==> src/rtl/sr_sipo_rx_pkg.sv <==
// sr_pkg: shared types and constants for the serial-in/parallel-out receive stage.
//   sipo_state_t   : framing FSM state (IDLE = no partial word, ACC = partial word held)
//   SIPO_WIDTH_DEF : default word length
//   cnt_width()    : bit-counter width for a given word length
package sr_pkg;

    typedef enum logic {
        IDLE = 1'b0,
        ACC  = 1'b1
    } sipo_state_t;

    localparam int SIPO_WIDTH_DEF = 4;

    // Counter holds 0..WIDTH-1. The guard only protects against WIDTH=1,
    // which is outside the legal range.
    function automatic int cnt_width(input int width);
        return (width > 1) ? $clog2(width) : 1;
    endfunction

endpackage

==> src/rtl/sr_sipo_rx_if.sv <==
// sr_sipo_rx_if: serial input and parallel output bus of the SIPO receive stage.
//   si, si_en, si_sync : serial bit, bit qualifier, frame marker (MSB of a new word)
//   po, po_valid       : assembled word and its valid flag
//   po_ready           : consumer accept
//   overrun, frame_err : sticky error flags
// master drives the serial side and consumes words; slave is the receiver.
interface sr_sipo_rx_if
    import sr_pkg::*;
#(
    parameter int WIDTH = SIPO_WIDTH_DEF
);
    logic             si;
    logic             si_en;
    logic             si_sync;
    logic [WIDTH-1:0] po;
    logic             po_valid;
    logic             po_ready;
    logic             overrun;
    logic             frame_err;

    modport master (
        output si, si_en, si_sync, po_ready,
        input  po, po_valid, overrun, frame_err
    );

    modport slave (
        input  si, si_en, si_sync, po_ready,
        output po, po_valid, overrun, frame_err
    );
endinterface

==> src/rtl/sr_sipo_rx_out_buf.sv <==
// sipo_out_buf: one-entry output holding register with valid/ready handshake.
//   clk, rst  : clock, synchronous active-high reset
//   word      : completed word from the shift register
//   word_done : word is complete this cycle
//   po_ready  : consumer accept
//   po        : held word (keeps its value after consumption)
//   po_valid  : po holds an unconsumed word
//   overrun   : sticky, a completed word was dropped because the buffer was full
module sipo_out_buf #(
    parameter int WIDTH = 4
) (
    input  logic             clk,
    input  logic             rst,
    input  logic [WIDTH-1:0] word,
    input  logic             word_done,
    input  logic             po_ready,
    output logic [WIDTH-1:0] po,
    output logic             po_valid,
    output logic             overrun
);

    // Buffer can take a new word when empty or when being drained this cycle.
    logic can_load;
    assign can_load = !po_valid || po_ready;

    always_ff @(posedge clk) begin
        if (rst) begin
            po       <= '0;
            po_valid <= 1'b0;
            overrun  <= 1'b0;
        end else if (word_done) begin
            if (can_load) begin
                po       <= word;
                po_valid <= 1'b1;
            end else begin
                overrun  <= 1'b1;
            end
        end else if (po_valid && po_ready) begin
            po_valid <= 1'b0;
        end
    end

endmodule

==> src/rtl/sr_sipo_rx.sv <==
// sr_sipo_rx: serial-in/parallel-out receive stage. Samples an MSB-first bit
// stream qualified by si_en, reassembles WIDTH-bit words and hands them to a
// one-deep output buffer. si_sync realigns framing; realigning with a partial
// word pending raises the sticky frame_err.
//   clk, rst : clock, synchronous active-high reset
//   bus      : sr_sipo_rx_if slave (si, si_en, si_sync, po_ready in;
//              po, po_valid, overrun, frame_err out)
module sr_sipo_rx
    import sr_pkg::*;
#(
    parameter int WIDTH = SIPO_WIDTH_DEF
) (
    input  logic         clk,
    input  logic         rst,
    sr_sipo_rx_if.slave  bus
);

    localparam int CW = cnt_width(WIDTH);
    localparam logic [CW-1:0] LAST = CW'(WIDTH - 1);

    sipo_state_t      state, state_n;
    logic [CW-1:0]    cnt, cnt_n;
    // Only the low WIDTH-1 shifted bits are ever part of a future word, so
    // the MSB of the architectural shift register is not stored.
    logic [WIDTH-2:0] shreg, shreg_n;
    logic [WIDTH-1:0] shifted;
    logic             word_done;
    logic             set_ferr;
    logic             frame_err;

    assign shifted = {shreg, bus.si};

    always_ff @(posedge clk) begin
        if (rst) begin
            state     <= IDLE;
            cnt       <= '0;
            shreg     <= '0;
            frame_err <= 1'b0;
        end else begin
            state <= state_n;
            cnt   <= cnt_n;
            shreg <= shreg_n;
            if (set_ferr)
                frame_err <= 1'b1;
        end
    end

    always_comb begin
        state_n   = state;
        cnt_n     = cnt;
        shreg_n   = shreg;
        word_done = 1'b0;
        set_ferr  = 1'b0;
        if (bus.si_en) begin
            shreg_n = shifted[WIDTH-2:0];
            if (bus.si_sync) begin
                // Sync bit starts a new word; with WIDTH>=2 it cannot complete one.
                state_n  = ACC;
                cnt_n    = CW'(1);
                set_ferr = (state == ACC);
            end else if (cnt == LAST) begin
                state_n   = IDLE;
                cnt_n     = '0;
                word_done = 1'b1;
            end else begin
                state_n = ACC;
                cnt_n   = cnt + CW'(1);
            end
        end
    end

    assign bus.frame_err = frame_err;

    sipo_out_buf #(.WIDTH(WIDTH)) u_out_buf (
        .clk       (clk),
        .rst       (rst),
        .word      (shifted),
        .word_done (word_done),
        .po_ready  (bus.po_ready),
        .po        (bus.po),
        .po_valid  (bus.po_valid),
        .overrun   (bus.overrun)
    );

endmodule
==> src/flat_wrapper.sv <==
// flat-port wrapper written by rule: the top's interface ports become plain ports
module sr_sipo_rx_flat import sr_pkg::*;
#(
    parameter int WIDTH = SIPO_WIDTH_DEF
)
  (clk, rst, bus_si, bus_si_en, bus_si_sync, bus_po_ready, bus_po, bus_po_valid, bus_overrun, bus_frame_err);
  sr_sipo_rx_if #(.WIDTH(WIDTH)) bus_i ();
  input  logic clk;
  input  logic rst;
  input wire logic [$bits(bus_i.si)-1:0] bus_si;
  input wire logic [$bits(bus_i.si_en)-1:0] bus_si_en;
  input wire logic [$bits(bus_i.si_sync)-1:0] bus_si_sync;
  input wire logic [$bits(bus_i.po_ready)-1:0] bus_po_ready;
  output wire logic [$bits(bus_i.po)-1:0] bus_po;
  output wire logic [$bits(bus_i.po_valid)-1:0] bus_po_valid;
  output wire logic [$bits(bus_i.overrun)-1:0] bus_overrun;
  output wire logic [$bits(bus_i.frame_err)-1:0] bus_frame_err;
  assign bus_i.si = bus_si;
  assign bus_i.si_en = bus_si_en;
  assign bus_i.si_sync = bus_si_sync;
  assign bus_i.po_ready = bus_po_ready;
  assign bus_po = bus_i.po;
  assign bus_po_valid = bus_i.po_valid;
  assign bus_overrun = bus_i.overrun;
  assign bus_frame_err = bus_i.frame_err;
  sr_sipo_rx #(.WIDTH(WIDTH)) u_core (.clk(clk), .rst(rst), .bus(bus_i));
endmodule
==> config.mk <==
export PLATFORM = sky130hd
export DESIGN_NAME = sr_sipo_rx_flat
export DESIGN_NICKNAME = d
export VERILOG_FILES = /design/src/rtl/sr_sipo_rx_pkg.sv /design/src/rtl/sr_sipo_rx_if.sv /design/src/rtl/sr_sipo_rx_out_buf.sv /design/src/rtl/sr_sipo_rx.sv /design/src/flat_wrapper.sv
export SDC_FILE = /design/constraint.sdc
export NUM_CORES = 1
export LEC_CHECK = 0
export ABC_AREA = 1
export CORE_AREA = 4 4 41 43
export DETAILED_ROUTE_END_ITERATION = 16
export DIE_AREA = 0 0 45 47
export PLACE_DENSITY = 0.78
export SLEW_MARGIN = 20
export SYNTH_ARGS = -nofsm -noshare
export SYNTH_HDL_FRONTEND = slang
export SYNTH_SLANG_ARGS = --single-unit
==> constraint.sdc <==
create_clock -name clk -period 1.8 [get_ports clk]
set_input_delay 0.27 -clock clk [delete_from_list [all_inputs] [get_ports clk]]
set_output_delay 0.27 -clock clk [all_outputs]
set_load 0.02 [all_outputs]
==> flow_metrics.env, run 1 <==
export IMPL_worstReg2RegStart="u_core.cnt[0]"
export IMPL_crit_slowest_cell="clkdlybuf4s50_1"
export IMPL_timing_final_crit_share_pct=82.6
export IMPL_htree_levels=1
export IMPL_yosys_cell_types_count=14
export IMPL_hold_violations=0
export IMPL_max_clock_path_buffers=2
export IMPL_cts_sinks=13
export IMPL_mostFrequentLayoutCell="dfxtp_1"
export IMPL_synth_main_ff_cell="dfxtp_1"
export IMPL_vias_per_cell=4.81
export IMPL_start_kind="flip-flop"
export IMPL_leakage_nw=0.287
export IMPL_drc_errors=0
export IMPL_hpwl_microns=736
export IMPL_yosys_warnings=0
export IMPL_drive_gt1_share_pct=10.0
export IMPL_crit_type="flip-flop to output pin"
export IMPL_drt_antenna_violating_nets=0
export IMPL_swShare_pct=23.5
export IMPL_maxSlewHeadroom_pct=84.3
export IMPL_async_flop_share_pct=0
export IMPL_wl_per_cell_microns=9.85
export IMPL_cts_resized_gates=0
export IMPL_numCtsBuffers=3
export IMPL_irDropWorstVdd_mv=0.432
export IMPL_seq_area_frac_synth_pct=50.1
export IMPL_start_util_pct=39.9
export IMPL_fin_crit_ns=1.49
export IMPL_gp_congestion=0.795
export IMPL_status="completed"
export IMPL_die_area_sq_um=2120
export IMPL_syn_nets=71
export IMPL_wl_microns=936
export IMPL_gr_total_overflow=0
export IMPL_dieHeight_microns=47
export IMPL_first_pass_iters=4
export IMPL_grt_max_degree=11
export IMPL_clkPwrFrac_pct=33.8
export IMPL_hp_class="flip-flop to flip-flop"
export IMPL_final_setup_viol_count=0
export IMPL_power_net_switching_mw=0.125
export IMPL_min_from="u_core.bus.frame_err"
export IMPL_crit_family="buffers and inverters"
export IMPL_clockRootBuffer="clkbuf_4"
export IMPL_port_buffers=12
export IMPL_synth_area_leader_cell="dfxtp_1"
export IMPL_clock_latency_ns=0.27
export IMPL_antennaDiodeCount=0
export IMPL_ios=13
export IMPL_grt_pass1_vias=411
export IMPL_synthDominantCellAreaShare_pct=50.1
export IMPL_antenna_found_initial=0
export IMPL_worst_pin_slew_ns=0.235
export IMPL_comb_power_share_pct=9.1
export IMPL_rsz0062_at_grt="no"
export IMPL_final_cell_mix="dfxtp_1, clkdlybuf4s50_1, inv_1, nor2_1, a21oi_1"
export IMPL_syn_area_per_cell_sq_um=8.11
export IMPL_worstPathCellList="clkdlybuf4s50_1"
export IMPL_cp_max_fo=2
export IMPL_synthesis_area_sq_um=519
export IMPL_track_usage_pct=10.1
export IMPL_cap_viol_max_count=0
export IMPL_placed_cell_area_sq_um=654
export IMPL_final_area_sq_um=681
export IMPL_area_delta_synth_final_pct=31.1
export IMPL_ys_ff_latch=13
export IMPL_multi_input_area_sq_um=206
export IMPL_drtIter0Drc=4
export IMPL_core_area_sq_um=1300
export IMPL_skew_ns=0.00234
export IMPL_vias=457
export IMPL_internal_power_mw=0.407
export IMPL_synth_edf_count=0
export IMPL_regArea_sq_um=260
export IMPL_critPathBufInv=1
export IMPL_end_kind="output pin"
export IMPL_whs_ns=0.456
export IMPL_cts_tree="yes"
export IMPL_drv_slew=0
export IMPL_worst_setup_path_startpoint="u_core.bus.frame_err"
export IMPL_synthTopCellsByArea="dfxtp_1, a21oi_1, inv_1"
export IMPL_row_count=13
export IMPL_cts_clk_slew_worst_paths_ns=0.08
export IMPL_seq_power_share_pct=57.0
export IMPL_timing_fmax_ghz=0.672
export IMPL_fill_cells=136
export IMPL_grt_first_pass_wirelength_microns=1540
export IMPL_nets=88
export IMPL_synthCells=64
export IMPL_pwr_density_cell_nw_per_um2=780
export IMPL_critPathArrivalTime_ns=1.22
export IMPL_hold_buffers=0
export IMPL_critical_path_required_ns=1.53
export IMPL_fin_tns_setup_ns=0
export IMPL_critPathMaxStageDelay_ns=0.61
export IMPL_cts_setup_buffers=0
export IMPL_die_w_microns=45
## power groups by stage
stage / sequential [mW] / combinational [mW] / clock, mW
after global routing: 0.304 / 0.0547 / 0.195
after floorplan: 0.310 / 0.0265 / 0
after detailed placement: 0.310 / 0.0483 / 0
after global placement: 0.309 / 0.0475 / 0
final: 0.303 / 0.0484 / 0.180
after CTS: 0.303 / 0.0488 / 0.180
## final cells by class
class	count	share of cell area [%]
inverters	11	6.07
well taps	15	2.76
flip-flops and latches	13	38.2
multi-input cells	39	30.3
clock buffers	4	3.86
repair buffers	13	18.7
## path summary, 6_finish.rpt
kind	endpoint	slack, ns	cells past startpoint
hold reg to reg	u_core.bus.frame_err	0.46	2
setup / recovery	bus_frame_err	0.31	1
hold / removal	u_core.bus.frame_err	0.46	2
setup reg to reg	u_core.u_out_buf.overrun	0.70	5
## through the flow
stage / power (mW) / setup slack [ns] / util (%) / std cells
floorplan: 0.337 / 0.814 / - / 64
global placement: 0.357 / 0.469 / 50.3 / 91
detailed placement: 0.358 / 0.422 / 50.3 / 91
CTS: 0.532 / 0.304 / 52.3 / 95
global route: 0.553 / 0.258 / 52.3 / 95
finish: 0.531 / 0.313 / 52.3 / 95
## cell families after synthesis
family	share of synthesized area (%)
and+or+nand+nor	24.8
AOI/OAI and AO/OA	12.5
DFF	50.1
buffers and inverters	10.1
adders and majority gates	2.41
## sequential cells by signal, indices dropped and copies added, names as in the netlist
signal	cells
u_core.state	1
u_core.u_out_buf.overrun	1
u_core.cnt	2
u_core.u_out_buf.po_valid	1
u_core.shreg	3
u_core.u_out_buf.po	4
u_core.bus.frame_err	1
## per-layer routing
| metal | vias up | global-route usage (%) | part of all wire (%) |
|---|---|---|---|
| li1 | 237 | - | - |
| met2 | 14 | 15.3 | 44 |
| met5 | - | 0 | 0 |
| met3 | 7 | 2.30 | 6.5 |
| met4 | 0 | 7.02 | 2.0 |
| met1 | 199 | 12.7 | 47 |
## cells in the mapped netlist, types with 4 or more instances
cell and n:
o21ai_0 5, nor2_1 10, inv_1 10, dfxtp_1 13, nand2_1 7, a21oi_1 8, nand4_1 4
Note: power is estimated with default switching activity, not from simulation.
==> run 2: changes to the inputs <==
--- a/config.mk
+++ b/config.mk
@@ -6,10 +6,10 @@
 export NUM_CORES = 1
 export LEC_CHECK = 0
 export ABC_AREA = 1
-export CORE_AREA = 4 4 41 43
+export CORE_MARGIN = 4
+export CORE_UTILIZATION = 40
 export DETAILED_ROUTE_END_ITERATION = 16
-export DIE_AREA = 0 0 45 47
-export PLACE_DENSITY = 0.78
+export PLACE_DENSITY = 0.82
 export SLEW_MARGIN = 20
 export SYNTH_ARGS = -nofsm -noshare
 export SYNTH_HDL_FRONTEND = slang
==> constraint.sdc (replaced) <==
create_clock -name clk -period 1.3 [get_ports clk]
set_input_delay 0.195 -clock clk [delete_from_list [all_inputs] [get_ports clk]]
set_output_delay 0.195 -clock clk [all_outputs]
set_load 0.02 [all_outputs]
==> run 2 against run 1 <==
Via count down 4.2%. Largest power group unchanged. Register-to-register slack worse by 0.49 ns. Global-route usage up 1.3 points. Largest cell class unchanged.
==> flow_metrics.env, run 2 (same netlist as run 1, synthesis figures left out) <==
export IMPL_critPathMaxStageDelay_ns=0.35
export IMPL_end_kind="output pin"
export IMPL_grt_first_pass_wirelength_microns=1630
export IMPL_pwr_density_cell_nw_per_um2=1080
export IMPL_status="completed"
export IMPL_vias_per_cell=4.61
export IMPL_row_count=12
export IMPL_first_pass_iters=2
export IMPL_track_usage_pct=11.4
export IMPL_skew_ns=0.00447
export IMPL_mostFrequentLayoutCell="dfxtp_1"
export IMPL_fill_cells=121
export IMPL_worst_slack_ns=0.146
export IMPL_gr_total_overflow=0
export IMPL_critPathBufInv=1
export IMPL_die_w_microns=44.0
export IMPL_largest_reg_flops=4
export IMPL_seq_power_share_pct=57.1
export IMPL_clock_latency_ns=0.28
export IMPL_hpwl_microns=775
export IMPL_numCtsBuffers=3
export IMPL_cts_resized_gates=7
export IMPL_worstReg2RegStart="u_core.cnt[0]"
export IMPL_clockRootBuffer="clkbuf_4"
export IMPL_max_clock_path_buffers=2
export IMPL_dieHeight_microns=44.0
export IMPL_final_cell_mix="dfxtp_1, inv_1, nor2_1"
export IMPL_comb_power_share_pct=9.3
export IMPL_wl_microns=981
export IMPL_worstPathCellList="dlygate4sd2_1"
export IMPL_hp_class="flip-flop to flip-flop"
export IMPL_pre_cts_slack_ns=-0.00469
export IMPL_leakage_nw=0.325
export IMPL_drv_slew=0
export IMPL_crit_type="flip-flop to output pin"
export IMPL_power_net_switching_mw=0.170
export IMPL_start_kind="flip-flop"
export IMPL_timing_fmax_ghz=0.866
export IMPL_vias=438
export IMPL_htree_levels=1
export IMPL_final_setup_viol_count=0
export IMPL_final_util_pct=57.9
export IMPL_hold_violations=0
export IMPL_hold_buffers=0
export IMPL_crit_cells=1
export IMPL_worst_pin_slew_ns=0.233
export IMPL_antenna_found_initial=0
export IMPL_endpoint="bus_overrun"
export IMPL_critical_path_required_ns=1.11
export IMPL_clkPwrFrac_pct=33.6
export IMPL_critPathArrivalTime_ns=0.96
export IMPL_wl_per_cell_microns=10.3
export IMPL_largest_register="u_core.u_out_buf.po"
export IMPL_drc_errors=0
export IMPL_worst_setup_path_startpoint="u_core.u_out_buf.overrun"
export IMPL_maxSlewHeadroom_pct=84.5
export IMPL_reg_top3="u_core.u_out_buf.po (4), u_core.shreg (3), u_core.cnt (2)"
export IMPL_die_area_sq_um=1940
export IMPL_timing_final_crit_share_pct=88.8
export IMPL_crit_family="flip-flops"
export IMPL_drtIter0Drc=5
export IMPL_cap_viol_max_count=0
export IMPL_swShare_pct=23.1
export IMPL_cp_max_fo=2
export IMPL_cts_setup_buffers=0
export IMPL_cts_sinks=13
export IMPL_port_buffers=12
export IMPL_grt_pass1_vias=379
export IMPL_cts_tree="yes"
export IMPL_r2r_cells=5
export IMPL_crit_slowest_cell="dfxtp_1"
export IMPL_ios=13
export IMPL_r2r_slack_ns=0.21
export IMPL_grt_max_degree=11
export IMPL_reg2reg_to="u_core.u_out_buf.po[0]"
export IMPL_core_area_sq_um=1170
export IMPL_antennaDiodeCount=0
export IMPL_nets=89
export IMPL_cts_clk_slew_worst_paths_ns=0.07
export IMPL_fin_crit_ns=1.15
export IMPL_drive_gt1_share_pct=11.1
export IMPL_internal_power_mw=0.563
export IMPL_gp_congestion=0.745
export IMPL_rsz0062_at_grt="no"
export IMPL_area_delta_synth_final_pct=30.6
export IMPL_drt_antenna_violating_nets=0
export IMPL_irDropWorstVdd_mv=0.591
export IMPL_start_util_pct=44.3
run 2: changes by cell type in the layout (fill, tap and decap cells not counted), sizes merged:
cell / change
buf: +1
clkdlybuf4s50: -7
dlygate4sd2: +7
run 2: how the worst min path moves through the flow:
stage	slack [ns]	depth (start not counted)	end	from
after CTS	0.45	2	u_core.bus.frame_err	u_core.bus.frame_err
after global placement	0.44	2	u_core.bus.frame_err	u_core.bus.frame_err
final	0.45	2	u_core.bus.frame_err	u_core.bus.frame_err
after global routing	0.46	2	u_core.bus.frame_err	u_core.bus.frame_err
after detailed placement	0.44	2	u_core.bus.frame_err	u_core.bus.frame_err
after floorplan	0.26	1	u_core.bus.frame_err	rst
run 2: cell type report:
class	count	area, sq um	share of cell area [%]
Multi-Input combinational cell	39	206	30.4
Clock buffer	4	26.3	3.87
Inverter	11	41.3	6.09
Tap cell	14	17.5	2.58
Sequential cell	13	260	38.4
Timing Repair Buffer	14	126	18.6
run 2: through the flow:
stage / hold slack, ns / total power [mW] / TNS (ns) / std cells / cell area, sq um
5_1_grt: 0.462 / 0.770 / 0 / 95 / 678
4_1_cts: 0.445 / 0.743 / 0 / 95 / 678
6_report: 0.446 / 0.733 / 0 / 95 / 678
3_5_place_dp: 0.437 / 0.498 / -0.00469 / 91 / 661
3_3_place_gp: 0.436 / 0.496 / 0 / 91 / 661
2_1_floorplan: 0.264 / 0.466 / 0 / 64 / 519
run 2: power by group through the flow:
stage                     registers, mW  logic, mW  clock network (mW)
after global placement            0.428     0.0684                   0
after detailed placement          0.428     0.0697                   0
after CTS                         0.419     0.0688               0.255
after global routing              0.422     0.0759               0.272
final                             0.419     0.0682               0.246
after floorplan                   0.430     0.0367                   0
run 2: metal layers:
layer,global-route usage [%],vias to the layer above,routed length (microns)
li1,-,240,-
met1,11.9,189,416
met2,20.3,9,496
met3,6.10,0,68
met4,1.81,0,0
met5,0,-,0
